### src/rtl/instr_decode_issue_pkg.sv
// Shared opcode encoding, instruction field positions and opcode classifiers
// for the decode/issue stage.
package instr_decode_issue_pkg;

    typedef enum logic [4:0] {
        OP_NOT  = 5'd0,
        OP_AND  = 5'd1,
        OP_OR   = 5'd2,
        OP_XOR  = 5'd3,
        OP_ADD  = 5'd4,
        OP_SUB  = 5'd5,
        OP_MUL  = 5'd6,
        OP_DIV  = 5'd7,
        OP_INC  = 5'd8,
        OP_DEC  = 5'd9,
        OP_JMP  = 5'd12,
        OP_BEQ  = 5'd13,
        OP_BNE  = 5'd14,
        OP_CALL = 5'd15,
        OP_RET  = 5'd16,
        OP_LD   = 5'd17,
        OP_ST   = 5'd18,
        OP_FFT  = 5'd19,
        OP_ENC  = 5'd20,
        OP_DCR  = 5'd21
    } opcode_e;

    typedef enum logic [2:0] {
        UNIT_ALU = 3'd0,
        UNIT_MDU = 3'd1,
        UNIT_BRU = 3'd2,
        UNIT_LSU = 3'd3,
        UNIT_SPU = 3'd4
    } unit_e;

    localparam int OP_HI   = 18;
    localparam int OP_LO   = 14;
    localparam int FA_HI   = 13;
    localparam int FA_LO   = 11;
    localparam int FB_HI   = 10;
    localparam int FB_LO   = 8;
    localparam int FC_HI   = 7;
    localparam int FC_LO   = 5;
    localparam int IMM8_HI = 7;
    localparam int ADDR_HI = 13;

    typedef struct packed {
        logic [4:0] op;
        logic [2:0] rd;
        logic [2:0] rs1;
        logic [2:0] rs2;
        unit_e      unit;
        logic       we;
        logic       mem_rd;
        logic       mem_wr;
        logic       jump;
    } ctrl_t;

    function automatic logic is_mc(input logic [4:0] op);
        return op inside {OP_MUL, OP_DIV, OP_FFT, OP_ENC, OP_DCR};
    endfunction

    function automatic logic is_legal(input logic [4:0] op);
        return !(op inside {5'b01010, 5'b01011, [5'b10110:5'b11111]});
    endfunction

endpackage

### src/rtl/instr_decode_issue_ras.sv
// Circular return-address stack; a push into a full stack overwrites the
// oldest entry, and both overflow and underflow raise a one-cycle err pulse.
module ret_addr_stack #(
    parameter int RAS_DEPTH = 4,
    parameter int XLEN      = 19
) (
    input  logic            clk,
    input  logic            rst_n,
    input  logic            push,
    input  logic            pop,
    input  logic [XLEN-1:0] push_data,
    output logic [XLEN-1:0] top,
    output logic            empty,
    output logic            err
);
    localparam int PW = $clog2(RAS_DEPTH);

    logic [XLEN-1:0] mem_q [RAS_DEPTH];
    logic [PW-1:0]   wp_q;
    logic [PW-1:0]   top_idx;
    logic [PW:0]     cnt_q;
    logic            err_q;
    logic            full;

    assign top_idx = wp_q - PW'(1);
    assign top     = mem_q[top_idx];
    assign empty   = (cnt_q == '0);
    assign full    = (cnt_q == (PW+1)'(RAS_DEPTH));
    assign err     = err_q;

    always_ff @(posedge clk or negedge rst_n) begin
        if (!rst_n) begin
            for (int i = 0; i < RAS_DEPTH; i++) mem_q[i] <= '0;
            wp_q  <= '0;
            cnt_q <= '0;
            err_q <= 1'b0;
        end else begin
            err_q <= 1'b0;
            if (push) begin
                // When full, wp_q already points at the oldest slot.
                mem_q[wp_q] <= push_data;
                wp_q        <= wp_q + PW'(1);
                if (full) err_q <= 1'b1;
                else      cnt_q <= cnt_q + 1'b1;
            end else if (pop) begin
                if (empty) begin
                    err_q <= 1'b1;
                end else begin
                    wp_q  <= top_idx;
                    cnt_q <= cnt_q - 1'b1;
                end
            end
        end
    end

endmodule

### src/rtl/instr_decode_issue.sv
// Decode/issue stage: decodes fetch words into a registered control bundle,
// issues it over valid/ready, stalls on multi-cycle units and resolves CALL/RET.
module instr_decode_issue
    import instr_decode_issue_pkg::*;
#(
    parameter int RAS_DEPTH = 4,
    parameter int XLEN      = 19
) (
    input  logic            clk,
    input  logic            rst_n,
    input  logic            flush,
    input  logic            in_valid,
    output logic            in_ready,
    input  logic [XLEN-1:0] in_instr,
    input  logic [XLEN-1:0] in_pc,
    output logic            out_valid,
    input  logic            out_ready,
    output logic [4:0]      out_op,
    output logic [2:0]      out_rd,
    output logic [2:0]      out_rs1,
    output logic [2:0]      out_rs2,
    output logic [XLEN-1:0] out_imm,
    output logic [2:0]      out_unit,
    output logic            out_we,
    output logic            out_mem_rd,
    output logic            out_mem_wr,
    output logic            out_jump,
    output logic [XLEN-1:0] out_target,
    input  logic            mc_done,
    output logic            busy,
    output logic            illegal,
    output logic            ras_err
);

    typedef enum logic [1:0] {S_EMPTY, S_FULL, S_MCWAIT} state_e;

    state_e          state_q;
    ctrl_t           ctrl_q, dec_ctrl;
    logic [XLEN-1:0] imm_q, tgt_q, link_q;
    logic [XLEN-1:0] dec_imm, dec_tgt, sext8, pc_inc;
    logic [4:0]      dec_op;
    logic            illegal_q;
    logic            accept, load, fire;
    logic            ras_push, ras_pop, ras_empty, ras_err_w;
    logic [XLEN-1:0] ras_top;

    assign dec_op = in_instr[OP_HI:OP_LO];
    assign sext8  = {{(XLEN-8){in_instr[IMM8_HI]}}, in_instr[IMM8_HI:0]};
    assign pc_inc = in_pc + XLEN'(1);

    always_comb begin
        dec_ctrl      = '0;
        dec_ctrl.op   = dec_op;
        dec_ctrl.unit = UNIT_ALU;
        dec_imm       = '0;
        dec_tgt       = '0;
        case (dec_op)
            OP_NOT, OP_AND, OP_OR, OP_XOR, OP_ADD, OP_SUB, OP_INC, OP_DEC,
            OP_MUL, OP_DIV, OP_FFT, OP_ENC, OP_DCR: begin
                dec_ctrl.rd  = in_instr[FA_HI:FA_LO];
                dec_ctrl.rs1 = in_instr[FB_HI:FB_LO];
                dec_ctrl.rs2 = in_instr[FC_HI:FC_LO];
                dec_ctrl.we  = 1'b1;
                if (dec_op inside {OP_MUL, OP_DIV})               dec_ctrl.unit = UNIT_MDU;
                else if (dec_op inside {OP_FFT, OP_ENC, OP_DCR})  dec_ctrl.unit = UNIT_SPU;
            end
            OP_LD, OP_ST: begin
                dec_ctrl.rd     = in_instr[FA_HI:FA_LO];
                dec_ctrl.rs1    = in_instr[FB_HI:FB_LO];
                dec_ctrl.unit   = UNIT_LSU;
                dec_ctrl.we     = (dec_op == OP_LD);
                dec_ctrl.mem_rd = (dec_op == OP_LD);
                dec_ctrl.mem_wr = (dec_op == OP_ST);
                dec_imm         = sext8;
            end
            OP_BEQ, OP_BNE: begin
                dec_ctrl.rs1  = in_instr[FA_HI:FA_LO];
                dec_ctrl.rs2  = in_instr[FB_HI:FB_LO];
                dec_ctrl.unit = UNIT_BRU;
                dec_imm       = sext8;
                dec_tgt       = pc_inc + sext8;
            end
            OP_JMP, OP_CALL: begin
                dec_ctrl.unit = UNIT_BRU;
                dec_ctrl.jump = 1'b1;
                dec_tgt       = {{(XLEN-14){1'b0}}, in_instr[ADDR_HI:0]};
            end
            OP_RET: begin
                dec_ctrl.unit = UNIT_BRU;
                dec_ctrl.jump = 1'b1;
            end
            default: ;
        endcase
    end

    always_comb begin
        in_ready = 1'b0;
        case (state_q)
            S_EMPTY: in_ready = !flush;
            S_FULL:  in_ready = out_ready && !is_mc(ctrl_q.op) && !flush;
            default: in_ready = 1'b0;
        endcase
    end

    // A flushed bundle never counts as issued, so a dropped CALL cannot push.
    assign fire   = (state_q == S_FULL) && out_ready && !flush;
    assign accept = in_valid && in_ready;
    assign load   = accept && is_legal(dec_op);

    always_ff @(posedge clk or negedge rst_n) begin
        if (!rst_n) begin
            state_q   <= S_EMPTY;
            ctrl_q    <= '0;
            imm_q     <= '0;
            tgt_q     <= '0;
            link_q    <= '0;
            illegal_q <= 1'b0;
        end else begin
            illegal_q <= accept && !is_legal(dec_op);
            if (load) begin
                ctrl_q <= dec_ctrl;
                imm_q  <= dec_imm;
                tgt_q  <= dec_tgt;
                link_q <= pc_inc;
            end
            case (state_q)
                S_EMPTY: if (load) state_q <= S_FULL;
                S_FULL: begin
                    if (flush)                 state_q <= S_EMPTY;
                    else if (out_ready) begin
                        if (is_mc(ctrl_q.op))  state_q <= S_MCWAIT;
                        else if (load)         state_q <= S_FULL;
                        else                   state_q <= S_EMPTY;
                    end
                end
                S_MCWAIT: if (mc_done) state_q <= S_EMPTY;
                default: state_q <= S_EMPTY;
            endcase
        end
    end

    assign ras_push = fire && (ctrl_q.op == OP_CALL);
    assign ras_pop  = fire && (ctrl_q.op == OP_RET);

    ret_addr_stack #(
        .RAS_DEPTH (RAS_DEPTH),
        .XLEN      (XLEN)
    ) u_ras (
        .clk       (clk),
        .rst_n     (rst_n),
        .push      (ras_push),
        .pop       (ras_pop),
        .push_data (link_q),
        .top       (ras_top),
        .empty     (ras_empty),
        .err       (ras_err_w)
    );

    assign out_valid  = (state_q == S_FULL);
    assign busy       = (state_q != S_EMPTY);
    assign illegal    = illegal_q;
    assign ras_err    = ras_err_w;
    assign out_op     = ctrl_q.op;
    assign out_rd     = ctrl_q.rd;
    assign out_rs1    = ctrl_q.rs1;
    assign out_rs2    = ctrl_q.rs2;
    assign out_imm    = imm_q;
    assign out_unit   = ctrl_q.unit;
    assign out_we     = ctrl_q.we;
    assign out_mem_rd = ctrl_q.mem_rd;
    assign out_mem_wr = ctrl_q.mem_wr;
    assign out_jump   = ctrl_q.jump;
    // RET reads the stack live so a CALL issued just ahead of it is visible.
    assign out_target = (state_q == S_FULL && ctrl_q.op == OP_RET)
                        ? (ras_empty ? '0 : ras_top) : tgt_q;

endmodule

### config.mk
export PLATFORM = sky130hd
export DESIGN_NAME = instr_decode_issue
export DESIGN_NICKNAME = d
export VERILOG_FILES = /design/src/rtl/instr_decode_issue_pkg.sv /design/src/rtl/instr_decode_issue_ras.sv /design/src/rtl/instr_decode_issue.sv
export SDC_FILE = /design/constraint.sdc
export NUM_CORES = 1
export LEC_CHECK = 0
export CAP_MARGIN = 10
export CORE_MARGIN = 8
export CORE_UTILIZATION = 25
export DETAILED_ROUTE_END_ITERATION = 6
export HOLD_SLACK_MARGIN = 0.02
export PLACE_DENSITY_LB_ADDON = 0.1
export SLEW_MARGIN = 20
export SYNTH_ARGS = -nofsm -noshare
export SYNTH_HDL_FRONTEND = slang
export SYNTH_SLANG_ARGS = --single-unit
### constraint.sdc
create_clock -name clk -period 3.95 [get_ports clk]
set_input_delay 0.79 -clock clk [delete_from_list [all_inputs] [get_ports clk]]
set_output_delay 0.79 -clock clk [all_outputs]
set_load 0.01 [all_outputs]
[Word level (Yosys, flattened, before mapping)]
Cells that the tools add are included.
Storage, ports and cells
  bits in registers: 163
  output and inout port bits: 64
  word-level logic and storage cells: 143
Cells by class
  add/subtract/negate cells: 6
  order comparisons: 5
  equal/unequal tests: 36
  mux-type cells: 38
  bitwise gates (word level): 2
  reductions and logical operators: 35
Operators by type and width (number)
  $mux W19: 6
  $bwmux W76: 1
  $eq A5 B5 Y1 const B: 10
  $eq A5 B4 Y1 const B: 9
  $bmux W19 S2: 1
  $demux W19 S2: 1
  $pmux W19 S2: 1
  $eq A5 B3 Y1 const B: 6
  $mux W3: 7
  $add A19 B1 Y19 const B: 1
  $add A19 B19 Y19: 1
  $mux W2: 9
  $reduce_or A15 Y1: 1
  $reduce_or A13 Y1: 1
  $logic_and A1 B1 Y1: 12
  $pmux W3 S2: 2
  $eq A5 B2 Y1 const B: 2
  $pmux W3 S3: 1
  $ne A2 B2 Y1 const B: 4
  $ge A3 B3 Y1 const B: 2
  $mux W1: 6
  $not A2 Y3: 2
  $pmux W2 S3: 1
  $reduce_and A3 Y1: 2
  25 further kinds: 33

[Longest topological paths before layout]
Gate-level depths: netlist of the first run.
  depth after elaboration: 13
  gate-level depth with buffers: 12
  mapped depth without buffers: 12

[By module]
Synthesis of the first run repeated with hierarchy kept, for this count alone.
Second synthesis, totals
  cell total of the unflattened synthesis: 802
  area total of the unflattened synthesis: 8578.2 µm²
By module, submodules not included
  instr_decode_issue: times used 1, cells each 574, area each 4672.0 µm², seq. area each 1751.7 µm²
  ret_addr_stack: times used 1, cells each 228, area each 3906.2 µm², seq. area each 2052.0 µm²

[Least setup slack after synthesis of the first run]
Ideal clock, no wire load.
  path kind: in2reg
  from: in in_pc[0]
  to: reg tgt_q[16]
  setup time: 0.122 ns
  data arrival time: 3.156 ns
  data required time: 3.828 ns
  slack: 0.673 ns
  stages on the path: 12
  cell sequence: ha_1 > nand3_1 > nor2_1 > nand2_1 > xnor2_1 > ha_1 > a211oi_1 > or3b_1 > nand3_1 > a211oi_1 > or3_1 > a32o_1
Between the ends
  word-level cells in the longest chain between the ends: 3
RTL lines
  start, declared: line instr_decode_issue.sv:15  | input logic [XLEN-1:0] in_pc,
  $add A19 B1 Y19: line instr_decode_issue.sv:49  | assign pc_inc = in_pc + XLEN'(1);
  via pc_inc[8]: line instr_decode_issue.sv:40  | logic [XLEN-1:0] dec_imm, dec_tgt, sext8, pc_inc;
  $add A19 B19 Y19: line instr_decode_issue.sv:81  | dec_tgt = pc_inc + sext8;
  $pmux W19 S2: line instr_decode_issue.sv:57  | case (dec_op)
  end signal, assigned: line instr_decode_issue.sv:123  | tgt_q <= dec_tgt;
  end, declared: line instr_decode_issue.sv:39  | logic [XLEN-1:0] imm_q, tgt_q, link_q;
The timed path passes the listed nets, and every way through them passes these cells.
A chain may end at the register's enable or synchronous reset.

[Worst setup path after layout of the first run]
  from: reg u_ras.wp_q[0]
  to: out out_target[9]
Between the ends
  word-level cells in the longest chain between the ends: 7
RTL lines
  start, declared: line instr_decode_issue_ras.sv:19  | logic [PW-1:0] wp_q;
  start signal, assigned: line instr_decode_issue_ras.sv:42  | wp_q <= wp_q + PW'(1);
  start signal, assigned: line instr_decode_issue_ras.sv:49  | wp_q <= top_idx;
  $sub A2 B1 Y2: line instr_decode_issue_ras.sv:25  | assign top_idx = wp_q - PW'(1);
  via u_ras.top_idx[0]: line instr_decode_issue_ras.sv:20  | logic [PW-1:0] top_idx;
  $not A2 Y3 (not written as such): line instr_decode_issue_ras.sv:26  | assign top = mem_q[top_idx];
  $bmux W19 S2: line instr_decode_issue_ras.sv:26
  $mux W19 (not written as such) (2 in series): line instr_decode_issue_ras.sv:26
  $mux W19 (2 in series): line instr_decode_issue.sv:175  | ? (ras_empty ? '0 : ras_top) : tgt_q;
  end, declared: line instr_decode_issue.sv:28  | output logic [XLEN-1:0] out_target,
The timed path passes the listed nets, and every way through them passes these cells. The select of a mux whose other input is x is not followed.

==> results of run 1 <==
==> area by class of cell <==
class	count	area, sq um
fill	3340	21700
multi-input combinational	557	4120
inverter	16	60.1
sequential	152	3800
tap	442	553
clock inverter	15	180
clock buffer	17	425
timing repair buffer	170	1610
==> flip-flops by register name, summed over array words and instances (netlist names), 5 cells and up <==
name and cells:
out_imm 8, u_ras.mem_q 76, out_op 5, link_q 19, tgt_q 19
==> metrics by stage <==
stage               cell area [sq um]  hold slack, ns  setup slack [ns]  total power [uW]
finish                          10800           0.402             0.301              4580
detailed placement              10100           0.461            -0.108              2910
global placement                10100           0.454           -0.0288              2910
floorplan                        8230           0.450             0.673              2340
global route                    10800           0.454            0.0718              4830
CTS                             10800           0.437             0.112              4670
==> routing by layer <==
layer,vias up,global-route usage (%)
met5,-,0
met4,0,3.87
met3,14,2.79
met2,114,20.9
met1,3074,18.8
li1,3038,-
==> path summary, 6_finish.rpt <==
path / start / endpoint / slack [ns] / cells past startpoint
min reg2reg: out_rd[0]$_DFFE_PN0P_ / out_rd[0]$_DFFE_PN0P_ / 0.47 / 2
max: u_ras.wp_q[0]$_DFFE_PN0P_ / out_target[9] / 0.30 / 6
min in group clk: out_rd[0]$_DFFE_PN0P_ / out_rd[0]$_DFFE_PN0P_ / 0.47 / 2
max reg2reg: state_q[1]$_DFFE_PN0P_ / tgt_q[16]$_DFFE_PN0P_ / 1.52 / 7
min: rst_n / out_rd[1]$_DFFE_PN0P_ / 0.40 / 1
max in group asynchronous: rst_n / link_q[0]$_DFFE_PN0P_ / 2.74 / 2
==> power breakdown <==
part / total [uW] / switching [uW] / internal (uW)
logic: 984 / 486 / 498
registers: 1870 / 163 / 1710
clock network: 1720 / 760 / 959
==> placed cells by master (no fill, tap or decap), types with 20 or more instances in the layout <==
| cell type | netlist | routed |
|---|---|---|
| dfrtp_1 | 152 | 151 |
| nand2_1 | 113 | 113 |
| clkdlybuf4s50_1 | 0 | 106 |
| mux2_2 | 82 | 82 |
| nor2_1 | 72 | 72 |
| buf_4 | 12 | 58 |
| o21ai_0 | 33 | 33 |
| a21oi_1 | 28 | 28 |
| ha_1 | 23 | 23 |
| a22o_1 | 21 | 21 |
| xnor2_1 | 20 | 20 |
==> cell families after synthesis <==
logic type,after synthesis,share of synthesized area [%]
flip-flops,152,46.2
AO/OA/AOI/OAI,143,12.0
XOR/XNOR,31,3.47
multiplexers,105,16.9
AND/OR/NAND/NOR,253,13.6
adder cells (fa/ha/maj),25,3.99
buffers and inverters,63,3.74
==> critical path, cell delays in order (launching register included) <==
cell,delay [ns]
dfrtp_2,0.52
inv_1,0.10
ha_1,0.29
buf_4,0.35
mux4_2,0.36
a22o_1,0.27
clkdlybuf4s50_1,0.52
==> repair_timing <==
| action | CTS | global route |
|---|---|---|
| setup endpoints to repair | 0 | 1 |
| setup buffers | 0 | 0 |
| resized for setup | 0 | 1 |
==> results_dict.tcl, run 1 <==
set metrics [dict create \
    outcome "complete, no violations" \
    overflow 0 \
    synthArstFlopShare_pct 100 \
    rsz0062_at_grt "false" \
    ios 108 \
    yosys_warnings 0 \
    clockBufferDepth 2 \
    n_antenna_cell 0 \
    max_cap_viol_count 0 \
    grt_pass1_vias 6478 \
    netlist_area_sq_um 8230 \
    critPathLaunchType "register" \
    power_density_nw_per_um2 426 \
    grt_pass1_wl_um 40200 \
    topRoutingLayerUsed "met4" \
    wl_per_cell_um 18.6 \
    fin_cells 1369 \
    area_growth_syn_to_layout_pct 30.8 \
    clock_latency_ns 0.43 \
    die_w_um 197 \
    clkTransAtPathRegs_ns 0.07 \
    cts_inserted_buffers 17 \
    slew_violations 0 \
    synth_seq_area_share_pct 46.2 \
    path_class "register to output pin" \
    finalCritPeriodShare_pct 92.4 \
    routabilityCongestion 0.806 \
    yosys.area.top_type_share_pct 46.2 \
    core_sq_um 32500 \
    post_route_cells_drive_above_1_share_pct 22.1 \
    dr_wl_met2_um 11700 \
    clock_skew_ns 0.0101 \
    synth_edf_count 0 \
    port_buffers 107 \
    via_count 6240 \
    start_util_pct 25.3 \
    worst_pin_slew_ns 0.805 \
    cts_root_buf "clkbuf_16" \
    antenna_left 0 \
    synth_most_common_cell "dfrtp_1" \
    hpwl_um 18400 \
    synth-seq-cells 152 \
    grt_use_total_pct 13.5 \
    hold_buffers 0 \
    cp-end-kind "output pin" \
    post-route-util_pct 33.1 \
    cts_sinks 152 \
    synth_ff_type "dfrtp_1" \
    fp-row-count 66 \
    layout_min_cycle_time_ns 3.65 \
    cts_tree "done" \
    wl_um 25500 \
    synth_cell_types 61 \
    fmax_ghz 0.274 \
    synth_top_area_cell "dfrtp_1" \
    dp_cells 1337 \
    synthTopCellsByArea "dfrtp_1 (46%), mux2_2 (11%), mux4_2 (5.2%)" \
    synth_common_cells "dfrtp_1 (152), nand2_1 (113), mux2_2 (82)" \
    finalSetupViolCount 0 \
    crit_arrival_ns 2.86 \
    grt_max_degree 78 \
    viasPerCell 4.56 \
    ir_drop_v 0.000311 \
    die_height_um 197 \
    initialDrtViolationCount 364 \
    cts.htree.levels 4 \
    hold_violations 0 \
    worstPathMaxFanout 21 \
    postSynthCellCount 772 \
    syn_area_per_cell_sq_um 10.7 \
    p_leak_uw 0.00481 \
    synth_nets 841 \
    dr_wl_met3_um 972 \
    nets 983 \
    first_pass_iters 4 \
    drc_errors 0 \
    m1WireLength_um 12500 \
    hp-class "primary input to async pin" \
    die-area_sq_um 39000 \
    antenna_found_initial 0 \
    relSlewSlack_pct 46.3 \
    required_ns 3.16 \
    tns_ns 0 \
]
Power figures use the tool's default switching activity.
==> inputs of run 2 (changes only) <==
--- a/config.mk
+++ b/config.mk
@@ -15,3 +15,4 @@
 export SYNTH_ARGS = -nofsm -noshare
 export SYNTH_HDL_FRONTEND = slang
 export SYNTH_SLANG_ARGS = --single-unit
+export TNS_END_PERCENT = 10
==> results of run 2 <==
The final DEF is identical to that of run 1; final timing and power are the same.
==> inputs of run 3 (changes only) <==
--- a/config.mk
+++ b/config.mk
@@ -11,6 +11,7 @@
 export DETAILED_ROUTE_END_ITERATION = 6
 export HOLD_SLACK_MARGIN = 0.02
 export PLACE_DENSITY_LB_ADDON = 0.1
+export SETUP_SLACK_MARGIN = 0.4
 export SLEW_MARGIN = 20
 export SYNTH_ARGS = -nofsm -noshare
 export SYNTH_HDL_FRONTEND = slang
==> results_dict.tcl, run 3 (synthesized netlist as in run 1, its figures left out) <==
set metrics [dict create \
    cp_slowest_cell "clkdlybuf4s50_1" \
    clock_skew_ns 0.00974 \
    largest_reg_flops 76 \
    grt_pass1_vias 6487 \
    required_ns 3.16 \
    stdcell_area_sq_um 10800 \
    post_route_cells_drive_above_1_share_pct 23.4 \
    clockBufferDepth 2 \
    antenna_left 0 \
    overflow 0 \
    wl_per_cell_um 18.7 \
    p_sw_share_pct 30.8 \
    cts_sinks 152 \
    nFillCells 3340 \
    fp-row-count 66 \
    postPlaceCellArea_sq_um 10100 \
    clock_latency_ns 0.43 \
    critPathBufInv 2 \
    comb_power_share_pct 21.7 \
    slew_violations 0 \
    path_delay_family "buffers and inverters" \
    via_count 6246 \
    area_growth_syn_to_layout_pct 31.7 \
    worst_pin_slew_ns 0.814 \
    path_cells "nand2b_1 > nor4_2 > nand2_1 > nor2_1 > buf_6 > a22o_1 > clkdlybuf4s50_1" \
    top_regs "u_ras.mem_q (76), link_q (19), tgt_q (19)" \
    n_antenna_cell 0 \
    relSlewSlack_pct 45.7 \
    start_util_pct 25.3 \
    clkTransAtPathRegs_ns 0.07 \
    power_uw 4590 \
    layout_common_cells "dfrtp_1 (151), nand2_1 (113), clkdlybuf4s50_1 (105)" \
    cts_tree "done" \
    initialDrtViolationCount 371 \
    switching_power_uw 1410 \
    cpPeakStageDelay_ns 0.59 \
    cts_inserted_buffers 17 \
    hpwl_um 18400 \
    ir_drop_v 0.000310 \
    path_class "register to output pin" \
    p_seq_share_pct 40.8 \
    critPathLaunchType "register" \
    tns_ns 0 \
    hold_violations 0 \
    outcome "complete, no violations" \
    cp-end-kind "output pin" \
    worstPathMaxFanout 16 \
    routabilityCongestion 0.806 \
    first_pass_iters 4 \
    cts.htree.levels 4 \
    finalSetupViolCount 0 \
    port_buffers 107 \
    clockPowerShare_pct 37.4 \
    mostFrequentLayoutCell "dfrtp_1" \
    hp-class "primary input to async pin" \
    viasPerCell 4.55 \
    cts_root_buf "clkbuf_16" \
    max_cap_viol_count 0 \
    internal_power_uw 3180 \
    die_w_um 197 \
    grt_pass1_wl_um 40200 \
    crit_arrival_ns 2.68 \
    nets 986 \
    layout_min_cycle_time_ns 3.47 \
    regMostFlops "u_ras.mem_q" \
    die_height_um 197 \
    wl_um 25600 \
    p_leak_uw 0.00484 \
    rrSetupSlack_ns 1.60 \
    grt_use_total_pct 13.5 \
    drc_errors 0 \
    rsz0062_at_grt "true" \
    fmax_ghz 0.288 \
    ios 108 \
    die-area_sq_um 39000 \
    antenna_found_initial 0 \
    grt_max_degree 78 \
    core_sq_um 32500 \
    power_density_nw_per_um2 424 \
    finalCritPeriodShare_pct 87.9 \
]
## run 3: power by group through the flow
stage,combinational (uW),clock (uW),sequential (uW)
2_1_floorplan,469,0,1870
3_3_place_gp,996,0,1910
3_5_place_dp,995,0,1910
4_1_cts,1010,1780,1880
5_1_grt,1100,1840,1900
6_report,997,1720,1870
## run 3: layout make-up
type / instances / area [sq um] / share of cell area (%)
Clock inverter: 15 / 180 / 1.66
Timing Repair Buffer: 173 / 1640 / 15.1
Clock buffer: 17 / 425 / 3.93
Inverter: 16 / 60.1 / 0.554
Multi-Input combinational cell: 557 / 4170 / 38.5
Tap cell: 442 / 553 / 5.10
Sequential cell: 152 / 3800 / 35.1
## run 3: metrics by stage
stage / utilization [%] / cells / hold WS (ns) / setup WS [ns]
after floorplan: - / 772 / 0.450 / 0.673
after global placement: 31.3 / 1337 / 0.454 / -0.0288
after detailed placement: 31.3 / 1337 / 0.461 / -0.108
after CTS: 33.2 / 1371 / 0.437 / 0.366
after global routing: 33.4 / 1372 / 0.454 / 0.344
final: 33.4 / 1372 / 0.406 / 0.480
## run 3: final timing paths
check | startpoint | to | cells after the start
min in group clk | out_rd[0]$_DFFE_PN0P_ | out_rd[0]$_DFFE_PN0P_ | 2
hold / removal | rst_n | out_rd[1]$_DFFE_PN0P_ | 1
hold reg to reg | out_rd[0]$_DFFE_PN0P_ | out_rd[0]$_DFFE_PN0P_ | 2
setup / recovery | out_op[2]$_DFFE_PN0P_ | out_target[9] | 7
max in group asynchronous | rst_n | link_q[3]$_DFFE_PN0P_ | 2
setup reg to reg | state_q[1]$_DFFE_PN0P_ | tgt_q[8]$_DFFE_PN0P_ | 7
## run 3: metal layers
| layer | track usage (%) | wire (um) | part of all wire [%] | vias up |
|---|---|---|---|---|
| met5 | 0 | 0 | 0 | - |
| met4 | 3.87 | 326 | 1.3 | 0 |
| met3 | 2.79 | 961 | 3.8 | 12 |
| met2 | 20.9 | 11800 | 46 | 94 |
| met1 | 18.8 | 12500 | 49 | 3096 |
| li1 | - | - | - | 3044 |
## run 3: repair_timing
action                     in CTS  in global routing
gates resized for setup         3                 13
hold buffers                    0                  0
setup endpoints to repair      21                 25
pin swaps                       0                  1
setup buffers                   2                  1
